[config.mk]
export PLATFORM = sky130hd
export DESIGN_NAME = mem_wb_pipe_reg
export DESIGN_NICKNAME = d
export VERILOG_FILES = /design/src/rtl/mem_wb_pipe_reg.sv
export SDC_FILE = /design/constraint.sdc
export NUM_CORES = 1
export LEC_CHECK = 0
export CAP_MARGIN = 20
export CORE_UTILIZATION = 25
export DETAILED_ROUTE_END_ITERATION = 16
export PLACE_DENSITY_LB_ADDON = 0.3
export SYNTH_ARGS = -nofsm -noshare
export SYNTH_HDL_FRONTEND = slang
export SYNTH_SLANG_ARGS = --single-unit
[constraint.sdc]
create_clock -name clk -period 4.1 [get_ports clk]
set_input_delay 1.025 -clock clk [delete_from_list [all_inputs] [get_ports clk]]
set_output_delay 1.025 -clock clk [all_outputs]
set_load 0.005 [all_outputs]
[src/rtl/mem_wb_pipe_reg.sv]
`default_nettype none
// ============================================================================
// Module      : mem_wb_pipe_reg
// Description : MEM/WB pipeline register with valid/ready flow control, flush
//               and bubble insertion. Define MEM_WB_SKID_EN to add a skid
//               entry, which gives a registered in_ready at full throughput.
// Revision    : 1.0 - initial release
// ============================================================================
module mem_wb_pipe_reg #(
    parameter int CTRL_W = 2,
    parameter int DATA_W = 69
) (
    input  logic              clk,
    input  logic              rst,
    input  logic              flush,
    input  logic              in_valid,
    output logic              in_ready,
    input  logic [CTRL_W-1:0] in_ctrl,
    input  logic [DATA_W-1:0] in_data,
    output logic              out_valid,
    input  logic              out_ready,
    output logic [CTRL_W-1:0] out_ctrl,
    output logic [DATA_W-1:0] out_data,
    output logic [1:0]        count
);

    localparam logic [CTRL_W-1:0] c_CTRL_NONE = '0;

    logic              r_main_v;
    logic [CTRL_W-1:0] r_main_c;
    logic [DATA_W-1:0] r_main_d;
    logic [1:0]        r_count;

    logic              w_main_v;
    logic [CTRL_W-1:0] w_main_c;
    logic [DATA_W-1:0] w_main_d;
    logic [1:0]        w_count;
    logic              w_accept;
    logic              w_drain;

`ifdef MEM_WB_SKID_EN
    logic              r_skid_v;
    logic [CTRL_W-1:0] r_skid_c;
    logic [DATA_W-1:0] r_skid_d;
    logic              w_skid_v;
    logic [CTRL_W-1:0] w_skid_c;
    logic [DATA_W-1:0] w_skid_d;

    // Ready depends only on skid occupancy, so out_ready never reaches it.
    assign in_ready = !r_skid_v;
`else
    assign in_ready = !r_main_v || out_ready;
`endif

    assign w_accept = in_valid && in_ready;
    assign w_drain  = r_main_v && out_ready;

    always_comb begin
        w_main_v = r_main_v;
        w_main_c = r_main_c;
        w_main_d = r_main_d;
`ifdef MEM_WB_SKID_EN
        w_skid_v = r_skid_v;
        w_skid_c = r_skid_c;
        w_skid_d = r_skid_d;
`endif
        if (flush) begin
            // Data registers keep their contents; only valids and ctrl clear.
            w_main_v = 1'b0;
            w_main_c = c_CTRL_NONE;
`ifdef MEM_WB_SKID_EN
            w_skid_v = 1'b0;
            w_skid_c = c_CTRL_NONE;
`endif
        end
`ifdef MEM_WB_SKID_EN
        else if (w_drain && r_skid_v) begin
            w_main_v = 1'b1;
            w_main_c = r_skid_c;
            w_main_d = r_skid_d;
            if (w_accept) begin
                w_skid_c = in_ctrl;
                w_skid_d = in_data;
            end else begin
                w_skid_v = 1'b0;
            end
        end
`endif
        else if (w_drain) begin
            if (w_accept) begin
                w_main_c = in_ctrl;
                w_main_d = in_data;
            end else begin
                w_main_v = 1'b0;
            end
        end
        else if (!r_main_v) begin
            if (w_accept) begin
                w_main_v = 1'b1;
                w_main_c = in_ctrl;
                w_main_d = in_data;
            end
        end
`ifdef MEM_WB_SKID_EN
        else if (w_accept) begin
            // Main is stalled with a valid entry: park the new one in skid.
            w_skid_v = 1'b1;
            w_skid_c = in_ctrl;
            w_skid_d = in_data;
        end
`endif
    end

`ifdef MEM_WB_SKID_EN
    assign w_count = {1'b0, w_main_v} + {1'b0, w_skid_v};
`else
    assign w_count = {1'b0, w_main_v};
`endif

    always_ff @(posedge clk or negedge rst) begin
        if (!rst) begin
            r_main_v <= 1'b0;
            r_main_c <= c_CTRL_NONE;
            r_main_d <= '0;
            r_count  <= 2'd0;
        end else begin
            r_main_v <= w_main_v;
            r_main_c <= w_main_c;
            r_main_d <= w_main_d;
            r_count  <= w_count;
        end
    end

`ifdef MEM_WB_SKID_EN
    always_ff @(posedge clk or negedge rst) begin
        if (!rst) begin
            r_skid_v <= 1'b0;
            r_skid_c <= c_CTRL_NONE;
            r_skid_d <= '0;
        end else begin
            r_skid_v <= w_skid_v;
            r_skid_c <= w_skid_c;
            r_skid_d <= w_skid_d;
        end
    end
`endif

    // Bubbles present a zero control field so WB never writes on them.
    assign out_valid = r_main_v;
    assign out_ctrl  = r_main_v ? r_main_c : c_CTRL_NONE;
    assign out_data  = r_main_d;
    assign count     = r_count;

endmodule
`default_nettype wire

* Yosys cells after proc, flatten, opt, wreduce, memory -nomap -nowiden
Index checks and enable logic that the tools add are counted.
Cells by class: equality and inequality tests 3, muxes and demuxes 13, bitwise gates (word level) 1, reductions and logical operators 5
Operator list (number):
- 69-bit two-way mux | 3
- 2-bit two-way mux | 5
- 1-bit two-way mux | 5
- 3-bit by 2-bit inequality test with 1-bit output, second input constant | 1
- 3-bit inequality test, second input constant | 1
- 1-bit logical AND | 2
- 2-bit by 1-bit inequality test with 1-bit output, second input constant | 1
- 2-bit AND reduction | 1
- 1-bit zero test | 1
- 1-bit logical OR | 1
- 1-bit NOT | 1
Word-level totals: flip-flop bits (word level) 72, output and inout port bits 75, word-level logic and storage cells 25

* Logic depth before layout (Yosys ltp)
Gate-level depths: netlist (run 1).
depth in word-level cells 7, gate-level depth with buffers 5

* Least setup slack after synthesis (run 1)
No wires, ideal clock.
path kind input to output, start point in out_ready, end point out in_ready, arrival time 1.368 ns, required time 3.075 ns, path slack 1.707 ns, stages on the path 2, cell sequence and2b_1 > inv_1
Between the ends: word-level cells in the longest chain between the ends 1
Ends and longest elaborated chain:
- start, declared | RTL line 21 | input logic out_ready,
- 1-bit logical OR | RTL line 52 | assign in_ready = !r_main_v || out_ready;
- end, declared | RTL line 17 | output logic in_ready,
No other way between the ends.

* Worst setup path in the final report (run 1)
Same ends and word-level chain as after synthesis.

==> results of run 1 <==
==> path summary, 6_finish.rpt <==
| check | from | cells past startpoint | endpoint | slack, ns |
|---|---|---|---|---|
| setup / recovery | out_ready | 4 | in_ready | 0.74 |
| hold / removal | out_data[50]$_DFFE_PN0P_ | 1 | out_data[50]$_DFFE_PN0P_ | 0.49 |
| setup reg to reg | count[0]$_DFFE_PN0P_ | 4 | out_data[56]$_DFFE_PN0P_ | 2.35 |
| hold reg to reg | out_data[50]$_DFFE_PN0P_ | 1 | out_data[50]$_DFFE_PN0P_ | 0.49 |
| max in group asynchronous | rst | 1 | out_data[34]$_DFFE_PN0P_ | 2.70 |
| min in group asynchronous | rst | 1 | out_data[8]$_DFFE_PN0P_ | 0.83 |
==> power breakdown <==
part | switching [mW] | leakage [nW] | internal, mW
Sequential | 0.0565 | 0.851 | 0.828
Combinational | 0.131 | 0.888 | 0.349
Clock | 0.263 | 0.115 | 0.393
==> flip-flops by register name (all words and copies together), names as in the netlist <==
| register | flops |
|---|---|
| out_data | 69 |
| r_main_c | 2 |
| count | 1 |
==> logic make-up after synthesis <==
logic type             count (synthesis)  share of synthesized area, %
flip-flops                            72                         66.15
multiplexers                          69                         28.53
other                                  1                        0.1377
AO/OA/AOI/OAI                          5                        0.9185
AND/OR/NAND/NOR                        6                         1.700
buffers and inverters                 11                         2.572
==> Yosys cell counts <==
cell                      count  area, µm²
sky130_fd_sc_hd__buf_6        2      22.52
sky130_fd_sc_hd__a21oi_1      3      15.01
sky130_fd_sc_hd__buf_2        5      25.02
sky130_fd_sc_hd__mux2_1      10      112.6
sky130_fd_sc_hd__buf_4        2      15.01
sky130_fd_sc_hd__inv_2        1      3.750
sky130_fd_sc_hd__and2_1       2      12.51
sky130_fd_sc_hd__and2b_1      1      7.510
sky130_fd_sc_hd__conb_1       1      3.750
sky130_fd_sc_hd__nand3_1      2      10.01
sky130_fd_sc_hd__o21ai_0      2      10.01
sky130_fd_sc_hd__dfrtp_1     72       1802
sky130_fd_sc_hd__nor3_4       1      16.27
sky130_fd_sc_hd__inv_1        1      3.750
sky130_fd_sc_hd__mux2_2      59      664.4
==> layer usage <==
| layer | GRT usage [%] | share of wire [%] | vias to the layer above |
|---|---|---|---|
| li1 | - | - | 876 |
| met1 | 14.08 | 43 | 942 |
| met2 | 18.23 | 47 | 98 |
| met3 | 4.721 | 8.7 | 13 |
| met4 | 5.060 | 2.0 | 0 |
| met5 | 0 | 0 | - |
==> per-stage QoR <==
stage	util (%)	hold slack [ns]	setup WS [ns]	power, mW
floorplan	-	0.4828	1.707	1.037
global placement	41.44	0.4680	0.7627	1.379
detailed placement	41.44	0.4740	0.7471	1.387
CTS	43.73	0.4932	0.7456	2.062
global route	43.73	0.5181	0.7017	2.136
finish	43.73	0.4906	0.7418	2.020
==> worst max-delay path, cell delays in order <==
cell	delay, ns
sky130_fd_sc_hd__clkdlybuf4s50_1	0.45
sky130_fd_sc_hd__and2b_1	0.22
sky130_fd_sc_hd__inv_1	0.13
sky130_fd_sc_hd__clkdlybuf4s50_1	0.51
==> final cells by class <==
class / instances / share of cell area [%]
clock inverter: 4 / 1.641
inverter: 2 / 0.1641
timing repair buffer: 151 / 32.87
tap: 136 / 3.719
multi-input combinational: 81 / 18.62
sequential: 72 / 39.38
clock buffer: 12 / 3.610
==> flow_summary.json, run 1 <==
{
  "global_route.overflow_total": 0,
  "drt-vias-per-instance": 4.212,
  "detailedPlacementHpwl_mm": 4.420,
  "max_freq_ghz": 0.2978,
  "worstSkewPairLatency_ns": 0.33,
  "worstSetupEndpointType": "output pin",
  "worst_pin_slew_ns": 0.8937,
  "finalSetupTns_ns": 0,
  "vdd_ir_drop_max_v": 0.0002709,
  "die_width_um": 106.4,
  "route.detailed.wl_per_inst_um": 13.64,
  "via_count": 1929,
  "leading_cell_types_in_the_layout_fill_and_taps_excluded": "148 x sky130_fd_sc_hd__clkdlybuf4s50_1, 72 x sky130_fd_sc_hd__dfrtp_1, 59 x sky130_fd_sc_hd__mux2_2",
  "cts_resized": 0,
  "synthDistinctLibCells": 15,
  "postPlaceCellArea_um2": 4335,
  "period_minus_slack_ns": 3.358,
  "multiInputGateArea_um2": 852.1,
  "setup.worst_path.start_class": "primary input",
  "power_density_nw_per_um2": 441.6,
  "syn-mean-instance-area_um2": 16.61,
  "maxSlewViolCount": 0,
  "cts_inserted_buffers": 9,
  "fill_cells": 1023,
  "cts_tree": "built",
  "p_leak_nw": 1.853,
  "die_h_um": 106.4,
  "design.final.nets": 393,
  "yosys_register_bits": 72,
  "placeableCoreArea_um2": 10460,
  "drtIter0Drc": 31,
  "vias_in_the_first_global_route": 2056,
  "synth.yosys.warnings": 0,
  "worst_hold_path_type": "register to register",
  "seq_area_frac_synth_pct": 66.15,
  "die-area_um2": 11320,
  "timing_hold_violations_final": 0,
  "clk_pin_slew_ns": 0.08,
  "antennaDiodeCount": 0,
  "synth_fp_nets": 240,
  "detail_route.wirelength_mm": 6.246,
  "grt_antenna_before_repair": 0,
  "netlist_instances": 164,
  "routability_congestion": 0.7205,
  "cts-root-to-sink-buffers": 2,
  "grt.total_usage_pct": 11.66,
  "syn-cell-area_um2": 2724,
  "wire_length_of_the_first_global_routing_pass_mm": 10.18,
  "placed_cells_incl_taps": 442,
  "run_status": "complete, no violations",
  "period_share_pct": 81.91,
  "finClkSkew_ns": 0.006687,
  "max-slew-margin-rel_pct": 40.42,
  "post_cts_setup_buffers": 0,
  "final_area_um2": 4576,
  "sequential_cell_area_um2": 1802,
  "htree_num_levels": 3,
  "drive_gt1_share_pct": 24.84,
  "initial_utilization_pct": 26.03,
  "finish.cell_count_without_fillers": 458,
  "setup_viol": 0,
  "cts-hold-fix-buffers": 0,
  "path_class": "primary input to output pin",
  "critPathRequiredTime_ns": 3.07,
  "fp-row-count": 37,
  "drc": 0,
  "worstPathArrival_ns": 2.33,
  "drv.max_cap_violation_count": 0,
  "pin_count": 151,
  "rsz_0062_raised_after_global_routing": "no",
  "final_common_cell": "sky130_fd_sc_hd__clkdlybuf4s50_1",
  "clkSinkCount": 72,
  "drt_first_pass_iters": 4,
  "buffer_ports.inserted": 149,
  "route.antenna.remaining_nets": 0,
  "cts.root.buffer_cell": "sky130_fd_sc_hd__clkbuf_8",
  "largest_net_degree_at_the_start_of_global_routing": 73,
  "critical_path.max_fanout": 4,
  "syn_to_final_growth_pct": 67.98
}
No activity file was read; power rests on OpenSTA's default activity.
==> inputs of run 2 (changes only) <==
==> constraint.sdc (replaced) <==
create_clock -name clk -period 3.4 [get_ports clk]
set_input_delay 0.85 -clock clk [delete_from_list [all_inputs] [get_ports clk]]
set_output_delay 0.85 -clock clk [all_outputs]
set_load 0.005 [all_outputs]
==> flow_summary.json, run 2 (synthesis results as in run 1) <==
{
  "rsz_0062_raised_after_global_routing": "no",
  "route.detailed.wl_per_inst_um": 13.74,
  "max-slew-margin-rel_pct": 41.07,
  "buffer_ports.inserted": 149,
  "placeableCoreArea_um2": 10460,
  "worst_pin_slew_ns": 0.8839,
  "detailedPlacementHpwl_mm": 4.426,
  "drt_first_pass_iters": 4,
  "die-area_um2": 11320,
  "global_route.overflow_total": 0,
  "routability_congestion": 0.7109,
  "multiInputGateArea_um2": 852.1,
  "route.antenna.remaining_nets": 0,
  "cts-hold-fix-buffers": 0,
  "post_cts_setup_buffers": 0,
  "max_incr_delay_on_cp_ns": 0.51,
  "seqPwrFrac_pct": 44.5,
  "largest_register_ffs": 69,
  "postPlaceCellArea_um2": 4340,
  "cts_tree": "built",
  "crit_path_cell_trace": "clkdlybuf4s50_1 > and2b_1 > inv_1 > clkdlybuf4s50_1",
  "fill_cells": 1013,
  "htree_num_levels": 3,
  "cts-root-to-sink-buffers": 2,
  "grt_antenna_before_repair": 0,
  "leading_cell_types_in_the_layout_fill_and_taps_excluded": "148 x sky130_fd_sc_hd__clkdlybuf4s50_1, 72 x sky130_fd_sc_hd__dfrtp_1, 59 x sky130_fd_sc_hd__mux2_2",
  "power.net_switching_mw": 0.5373,
  "die_h_um": 106.4,
  "cts.root.buffer_cell": "sky130_fd_sc_hd__clkbuf_8",
  "worstPathArrival_ns": 2.15,
  "setup_viol": 0,
  "vdd_ir_drop_max_v": 0.0002459,
  "wire_length_of_the_first_global_routing_pass_mm": 10.25,
  "drv.max_cap_violation_count": 0,
  "power.clock.fraction_pct": 31.1,
  "finalSetupTns_ns": 0,
  "max_freq_ghz": 0.3333,
  "run_status": "complete, no violations",
  "pin_count": 151,
  "via_count": 1926,
  "vias_in_the_first_global_route": 2137,
  "cts_resized": 0,
  "cts_inserted_buffers": 9,
  "switching_share_pct": 22.48,
  "detail_route.wirelength_mm": 6.279,
  "power_density_nw_per_um2": 523.9,
  "drc": 0,
  "grt.total_usage_pct": 11.76,
  "clkSinkCount": 72,
  "syn_to_final_growth_pct": 67.48,
  "critPathRequiredTime_ns": 2.55,
  "path_class": "primary input to output pin",
  "sequential_cell_area_um2": 1802,
  "worstSkewPairLatency_ns": 0.34,
  "drtIter0Drc": 28,
  "period_minus_slack_ns": 3.000,
  "fp-row-count": 37,
  "timing_hold_violations_final": 0,
  "cell_occurring_most_often_along_the_worst_timing_path": "sky130_fd_sc_hd__clkdlybuf4s50_1",
  "setup.worst_path.start_class": "primary input",
  "antennaDiodeCount": 0,
  "clk_pin_slew_ns": 0.08,
  "critical_path.max_fanout": 4,
  "drt-vias-per-instance": 4.214,
  "initial_utilization_pct": 26.03,
  "final_common_cell": "sky130_fd_sc_hd__clkdlybuf4s50_1",
  "cellInternalPower_mw": 1.852,
  "critical_path.slowest_cell": "sky130_fd_sc_hd__clkdlybuf4s50_1",
  "die_width_um": 106.4,
  "post_layout_power_mw": 2.390,
  "p_leak_nw": 1.842,
  "period_share_pct": 88.24,
  "design.final.nets": 392,
  "critical_path.top_delay_family": "buffers and inverters",
  "comb_power_share_pct": 24.4,
  "worstSetupEndpointType": "output pin",
  "maxSlewViolCount": 0,
  "largest_net_degree_at_the_start_of_global_routing": 73,
  "final_area_um2": 4562,
  "finClkSkew_ns": 0.01082,
  "timing.critical_path.buf_inv": 3,
  "drive_gt1_share_pct": 24.30,
  "utilization_pct": 43.60,
  "worst_hold_path_type": "register to register"
}
-- run 2: changes by cell type in the layout (fill, tap and decap cells not counted) --
cell / change
sky130_fd_sc_hd__clkbuf_1: +1
sky130_fd_sc_hd__clkbuf_8: -2
sky130_fd_sc_hd__buf_4: -2
sky130_fd_sc_hd__clkinv_2: +1
sky130_fd_sc_hd__buf_12: +1
-- run 2: final cells by class --
class,count,area share (%)
sequential,72,39.50
timing repair buffer,150,33.08
multi-input combinational,81,18.68
tap,136,3.730
clock buffer,11,3.099
clock inverter,5,1.755
inverter,2,0.1646
-- run 2: per-stage QoR --
step	worst slack [ns]	std cells	hold WS (ns)
2_1_floorplan	1.357	164	0.4828
3_3_place_gp	0.4030	441	0.4676
3_5_place_dp	0.3983	441	0.4779
4_1_cts	0.3959	457	0.4966
5_1_grt	0.3557	457	0.5207
6_report	0.3998	457	0.4896
-- run 2: path summary, 6_finish.rpt --
check,startpoint,endpoint,slack [ns],cells after the start
max,out_ready,in_ready,0.40,4
min,out_data[48]$_DFFE_PN0P_,out_data[48]$_DFFE_PN0P_,0.49,1
max reg2reg,count[0]$_DFFE_PN0P_,out_data[31]$_DFFE_PN0P_,1.68,4
min reg2reg,out_data[48]$_DFFE_PN0P_,out_data[48]$_DFFE_PN0P_,0.49,1
max in group asynchronous,rst,out_data[38]$_DFFE_PN0P_,2.19,1
min in group asynchronous,rst,out_data[8]$_DFFE_PN0P_,0.64,1
-- run 2: power by group through the flow --
stage | clock network, mW | logic (mW) | registers (mW)
5_1_grt | 0.809 | 0.628 | 1.08
6_report | 0.744 | 0.582 | 1.06
3_5_place_dp | 0 | 0.591 | 1.08
4_1_cts | 0.779 | 0.594 | 1.07
3_3_place_gp | 0 | 0.586 | 1.08
2_1_floorplan | 0 | 0.156 | 1.09
-- run 2: routing by layer --
metal	vias up	global-route usage, %	routed length, µm
met5	-	0	0
met4	0	4.960	130
met3	11	4.905	602
met2	91	19.43	3070
met1	946	13.30	2475
li1	878	-	-
==> inputs of run 3 (changes only) <==
--- a/config.mk
+++ b/config.mk
@@ -6,8 +6,11 @@
 export NUM_CORES = 1
 export LEC_CHECK = 0
 export CAP_MARGIN = 20
+export CELL_PAD_IN_SITES_DETAIL_PLACEMENT = 0
+export CELL_PAD_IN_SITES_GLOBAL_PLACEMENT = 1
 export CORE_UTILIZATION = 25
 export DETAILED_ROUTE_END_ITERATION = 16
+export HOLD_SLACK_MARGIN = 0.02
 export PLACE_DENSITY_LB_ADDON = 0.3
 export SYNTH_ARGS = -nofsm -noshare
 export SYNTH_HDL_FRONTEND = slang
==> flow_summary.json, run 3 (synthesis results as in run 1) <==
{
  "run_status": "complete, no violations",
  "rsz_0062_raised_after_global_routing": "no",
  "fill_cells": 1012,
  "die-area_um2": 11320,
  "sequential_cell_area_um2": 1802,
  "drtIter0Drc": 22,
  "largest_net_degree_at_the_start_of_global_routing": 73,
  "drv.max_cap_violation_count": 0,
  "drt_first_pass_iters": 2,
  "timing_hold_violations_final": 0,
  "die_h_um": 106.4,
  "cell_occurring_most_often_along_the_worst_timing_path": "sky130_fd_sc_hd__clkdlybuf4s50_1",
  "die_width_um": 106.4,
  "buffer_ports.inserted": 149,
  "placed_cells_incl_taps": 442,
  "critical_path.top_delay_family": "buffers and inverters",
  "fp-row-count": 37,
  "maxSlewViolCount": 0,
  "place_worst_setup_slack_ns": 0.3989,
  "worstPathArrival_ns": 2.15,
  "syn_to_final_growth_pct": 65.09,
  "htree_num_levels": 3,
  "placeableCoreArea_um2": 10460,
  "detailedPlacementHpwl_mm": 4.203,
  "drt-vias-per-instance": 4.173,
  "critical_path.slowest_cell": "sky130_fd_sc_hd__clkdlybuf4s50_1",
  "cts-hold-fix-buffers": 0,
  "route.antenna.remaining_nets": 0,
  "critical_path.max_fanout": 4,
  "initial_utilization_pct": 26.03,
  "grt.total_usage_pct": 11.28,
  "period_minus_slack_ns": 2.997,
  "antennaDiodeCount": 0,
  "finalSetupTns_ns": 0,
  "detail_route.wirelength_mm": 6.023,
  "cts_resized": 0,
  "global_route.overflow_total": 0,
  "vias_in_the_first_global_route": 2108,
  "setup_viol": 0,
  "worst_hold_path_type": "register to register",
  "period_share_pct": 88.15,
  "critPathRequiredTime_ns": 2.55,
  "finish.cell_count_without_fillers": 456,
  "max_incr_delay_on_cp_ns": 0.51,
  "finClkSkew_ns": 0.01164,
  "post_cts_setup_buffers": 0,
  "largest_register_ffs": 69,
  "wire_length_of_the_first_global_routing_pass_mm": 9.894,
  "via_count": 1903,
  "drc": 0,
  "power_density_nw_per_um2": 493.2,
  "timing.reg2reg.setup_slack_ns": 1.66,
  "cts_inserted_buffers": 9,
  "vdd_ir_drop_max_v": 0.0002559,
  "cts-root-to-sink-buffers": 2,
  "drive_gt1_share_pct": 24.06,
  "route.detailed.wl_per_inst_um": 13.21,
  "max_freq_ghz": 0.3337,
  "worstSetupEndpointType": "output pin",
  "design.final.nets": 393,
  "grt_antenna_before_repair": 0,
  "worst_pin_slew_ns": 0.9078,
  "final_area_um2": 4497,
  "timing.critical_path.buf_inv": 3,
  "cts.root.buffer_cell": "sky130_fd_sc_hd__clkbuf_8",
  "clk_pin_slew_ns": 0.07,
  "leading_cell_types_in_the_layout_fill_and_taps_excluded": "148 x sky130_fd_sc_hd__clkdlybuf4s50_1, 72 x sky130_fd_sc_hd__dfrtp_1, 59 x sky130_fd_sc_hd__mux2_2",
  "max-slew-margin-rel_pct": 39.48,
  "pin_count": 151,
  "multiInputGateArea_um2": 852.1,
  "cts_tree": "built",
  "clkSinkCount": 72,
  "path_class": "primary input to output pin",
  "crit_path_cell_trace": "clkdlybuf4s50_1 > and2b_1 > inv_1 > clkdlybuf4s50_1",
  "layout_setup_ws_ns": 0.4029,
  "postPlaceCellArea_um2": 4335,
  "final_common_cell": "sky130_fd_sc_hd__clkdlybuf4s50_1",
  "setup.worst_path.start_class": "primary input",
  "routability_congestion": 0.6847,
  "worstSkewPairLatency_ns": 0.33,
  "p_leak_nw": 1.816,
  "post_layout_power_mw": 2.218
}
==> run 3: cell types whose count changed in the layout (fill, tap and decap cells not counted), sizes merged <==
cell | before | now
bufinv | 2 | 0
buf | 2 | 3
==> run 3: worst paths after layout <==
kind | start | endpoint | cells after the start
min in group asynchronous | rst | out_data[26]$_DFFE_PN0P_ | 1
min reg2reg | out_data[43]$_DFFE_PN0P_ | out_data[43]$_DFFE_PN0P_ | 1
max in group asynchronous | rst | out_data[37]$_DFFE_PN0P_ | 1
max | out_ready | in_ready | 4
max reg2reg | count[0]$_DFFE_PN0P_ | out_data[11]$_DFFE_PN0P_ | 4
min | out_data[43]$_DFFE_PN0P_ | out_data[43]$_DFFE_PN0P_ | 1
==> run 3: metal layers <==
layer	GRT usage [%]	vias up	share of wire, %
li1	-	876	-
met3	4.905	7	9.3
met4	4.167	0	1.2
met2	19.20	93	48
met1	12.40	927	42
met5	0	-	0
==> run 3: area by class of cell <==
type / instances / area share, %
repair buffers: 151 / 33.44
clock buffers: 11 / 3.144
multi-input cells: 81 / 18.95
clock inverters: 3 / 0.4452
flip-flops and latches: 72 / 40.07
well taps: 136 / 3.784
inverters: 2 / 0.1669
==> run 3: through the flow <==
stage,utilization (%),hold WS [ns]
global placement,41.44,0.4655
global route,42.98,0.5170
CTS,42.98,0.4917
floorplan,-,0.4828
detailed placement,41.44,0.4740
finish,42.98,0.4864
==> run 3: where the power goes <==
group	internal [mW]	switching (mW)
clock network	0.276	0.300
logic	0.421	0.156
registers	0.998	0.0666
==> variant (settings of run 1) <==
Change the parameter `DATA_W` from 69 to 138.
--- a/src/rtl/mem_wb_pipe_reg.sv
+++ b/src/rtl/mem_wb_pipe_reg.sv
@@ -9,5 +9,5 @@
 module mem_wb_pipe_reg #(
     parameter int CTRL_W = 2,
-    parameter int DATA_W = 69
+    parameter int DATA_W = 138
 ) (
     input  logic              clk,
Ports: changed (resized in_data and out_data); port bits go from 151 to 289. The function was not compared with the original's and may differ.
==> variant against run 1 <==
Sequential cell count up 69; clock skew barely moved; design area increased by 98%; worst setup slack got worse by 0.030 ns; wire length grew 120%; die area increased by 94%; worst hold slack worse by 0.0074 ns; non-clock buffer count up 139; global-route usage grew 1.1 points; power rose by 110%; sequential power is 97% higher; cell count up 94%; synthesized area rose by 96%; first-iteration DRC count increased to 2.8 times the old value; critical path type unchanged; critical endpoint unchanged; highest routed layer unchanged.
==> variant: results (changes against run 1) <==
Total GRT Usage=0.128 (+0.0112); global-route wire length before repair=21700 um (+110%); initial DRC count=86 (+180%); Hold Crit Class=reg2reg; detailed placer's ending HPWL=9750 um (+120%); synthesized instance count=310 (+89%); Clock Latency Late Sink=0.41 ns (+0.08 ns); routed vias=3693 (+91%); Synth area leaders=dfrtp_1 (66%), mux2_1 (21%), mux2_2 (7.8%), buf_6 (3.0%), nor3_4 (0.30%); Largest register FFs=138 (+100%); multiplexer area fraction after synthesis=0.291 (+0.00561); largest net degree at the start of global routing=79 (+8.2%); Peak VDD IR=0.251 mV (-7.5%); average wire per standard cell=15.3 um (+13%); layout cells sized above 1=0.119 (-0.130); Vias/cell=4.15 (-1.5%); CP delay by family, top=buffers and inverters; Synth cell types=15 (unchanged); # Post-CTS Setup Buffers=0 (unchanged); critical path arrival=2.36 ns (+0.03 ns); htree depth=4 (+1); Root Buffer=clkbuf_16; synthesized net count=455 (+90%); vias in the first global route=4110 (+100%); pre-CTS WS=0.724 ns (-0.0234 ns); Port Buffers=287 (+93%); placed instance count=858 (+94%); ANT cells=0 (unchanged); Worst-Margin Slew=0.791 ns (-0.102 ns); post-synthesis compound-gate area fraction=0.00468 (-0.00450); Psw=1010 uW (+120%); Placer Congestion=0.721 (+0.11%); CTS buffer count=17 (+8); fraction of registers with async set/reset=1.00 (unchanged); Adder-Cell Fraction of Synth Area=0 (unchanged); outcome=completed; CTS clk-pin slew, worst paths=0.06 ns (-0.02 ns); Seq/Total Area, Yosys=0.660 (-0.00104); top cells by count, synth=dfrtp_1 (141), mux2_1 (101), mux2_2 (37); clock tree buffer depth=2 (unchanged); clk_skew=0.00674 ns (+0.0000567 ns); DRT Pass-1 Iters=4 (unchanged); Fill cells=1929 (+89%); Final #Nets=747 (+90%); Placement Cell Area=0.00843 mm2 (+94%); CP max stage delay=0.52 ns; Leakage=0.00369 uW (+99%)
[variant: cell count changes after synthesis]
cell and change:
buf_2 -4, mux2_2 -22, mux2_1 +91, buf_6 +12, dfrtp_1 +69
[variant: metrics by stage]
step / hold slack [ns] / util
2_1_floorplan: 0.483 / -
3_3_place_gp: 0.466 / 0.402
3_5_place_dp: 0.474 / 0.402
4_1_cts: 0.488 / 0.432
5_1_grt: 0.501 / 0.432
6_report: 0.483 / 0.432
[variant: path summary, 6_finish.rpt]
| path | endpoint | slack [ns] | cells after the start | startpoint |
|---|---|---|---|---|
| min in group asynchronous | out_data[120] | 0.63 | 1 | rst |
| worst max register to register | out_data[58] | 2.04 | 4 | count[0] |
| worst min-delay path | out_data[4] | 0.48 | 1 | out_data[4] |
| worst min register to register | out_data[4] | 0.48 | 1 | out_data[4] |
| worst max-delay path | in_ready | 0.71 | 4 | out_ready |
| max in group asynchronous | out_data[1] | 2.62 | 2 | rst |
[variant: cells by family (layout without fill, tap and decap cells)]
logic type | count (synthesis) | in the layout
flip-flops | 141 | 141
multiplexers | 138 | 138
buffers and inverters | 19 | 324
AND/OR/NAND/NOR | 6 | 6
AO/OA/AOI/OAI | 5 | 5
other | 1 | 1
[variant: layer usage]
metal,part of all wire,global-route usage
met2,0.52,0.227
met1,0.38,0.137
met4,0.014,0.0412
met3,0.086,0.0531
met5,0,0
[variant: area by class of cell]
cell class | count | area (um2) | share of cell area
Multi-Input combinational cell | 150 | 1630 | 0.180
Clock buffer | 19 | 433 | 0.0478
Inverter | 2 | 7.51 | 0.000829
Tap cell | 275 | 344 | 0.0380
Sequential cell | 141 | 3530 | 0.390
Timing Repair Buffer | 290 | 2920 | 0.323
Clock inverter | 13 | 189 | 0.0209
[variant: power groups by stage]
stage / Combinational (uW) / Clock (uW) / Sequential, uW
finish: 931 / 1650 / 1740
global route: 997 / 1760 / 1770
CTS: 951 / 1700 / 1740
detailed placement: 947 / 0 / 1770
global placement: 934 / 0 / 1750
floorplan: 227 / 0 / 1780
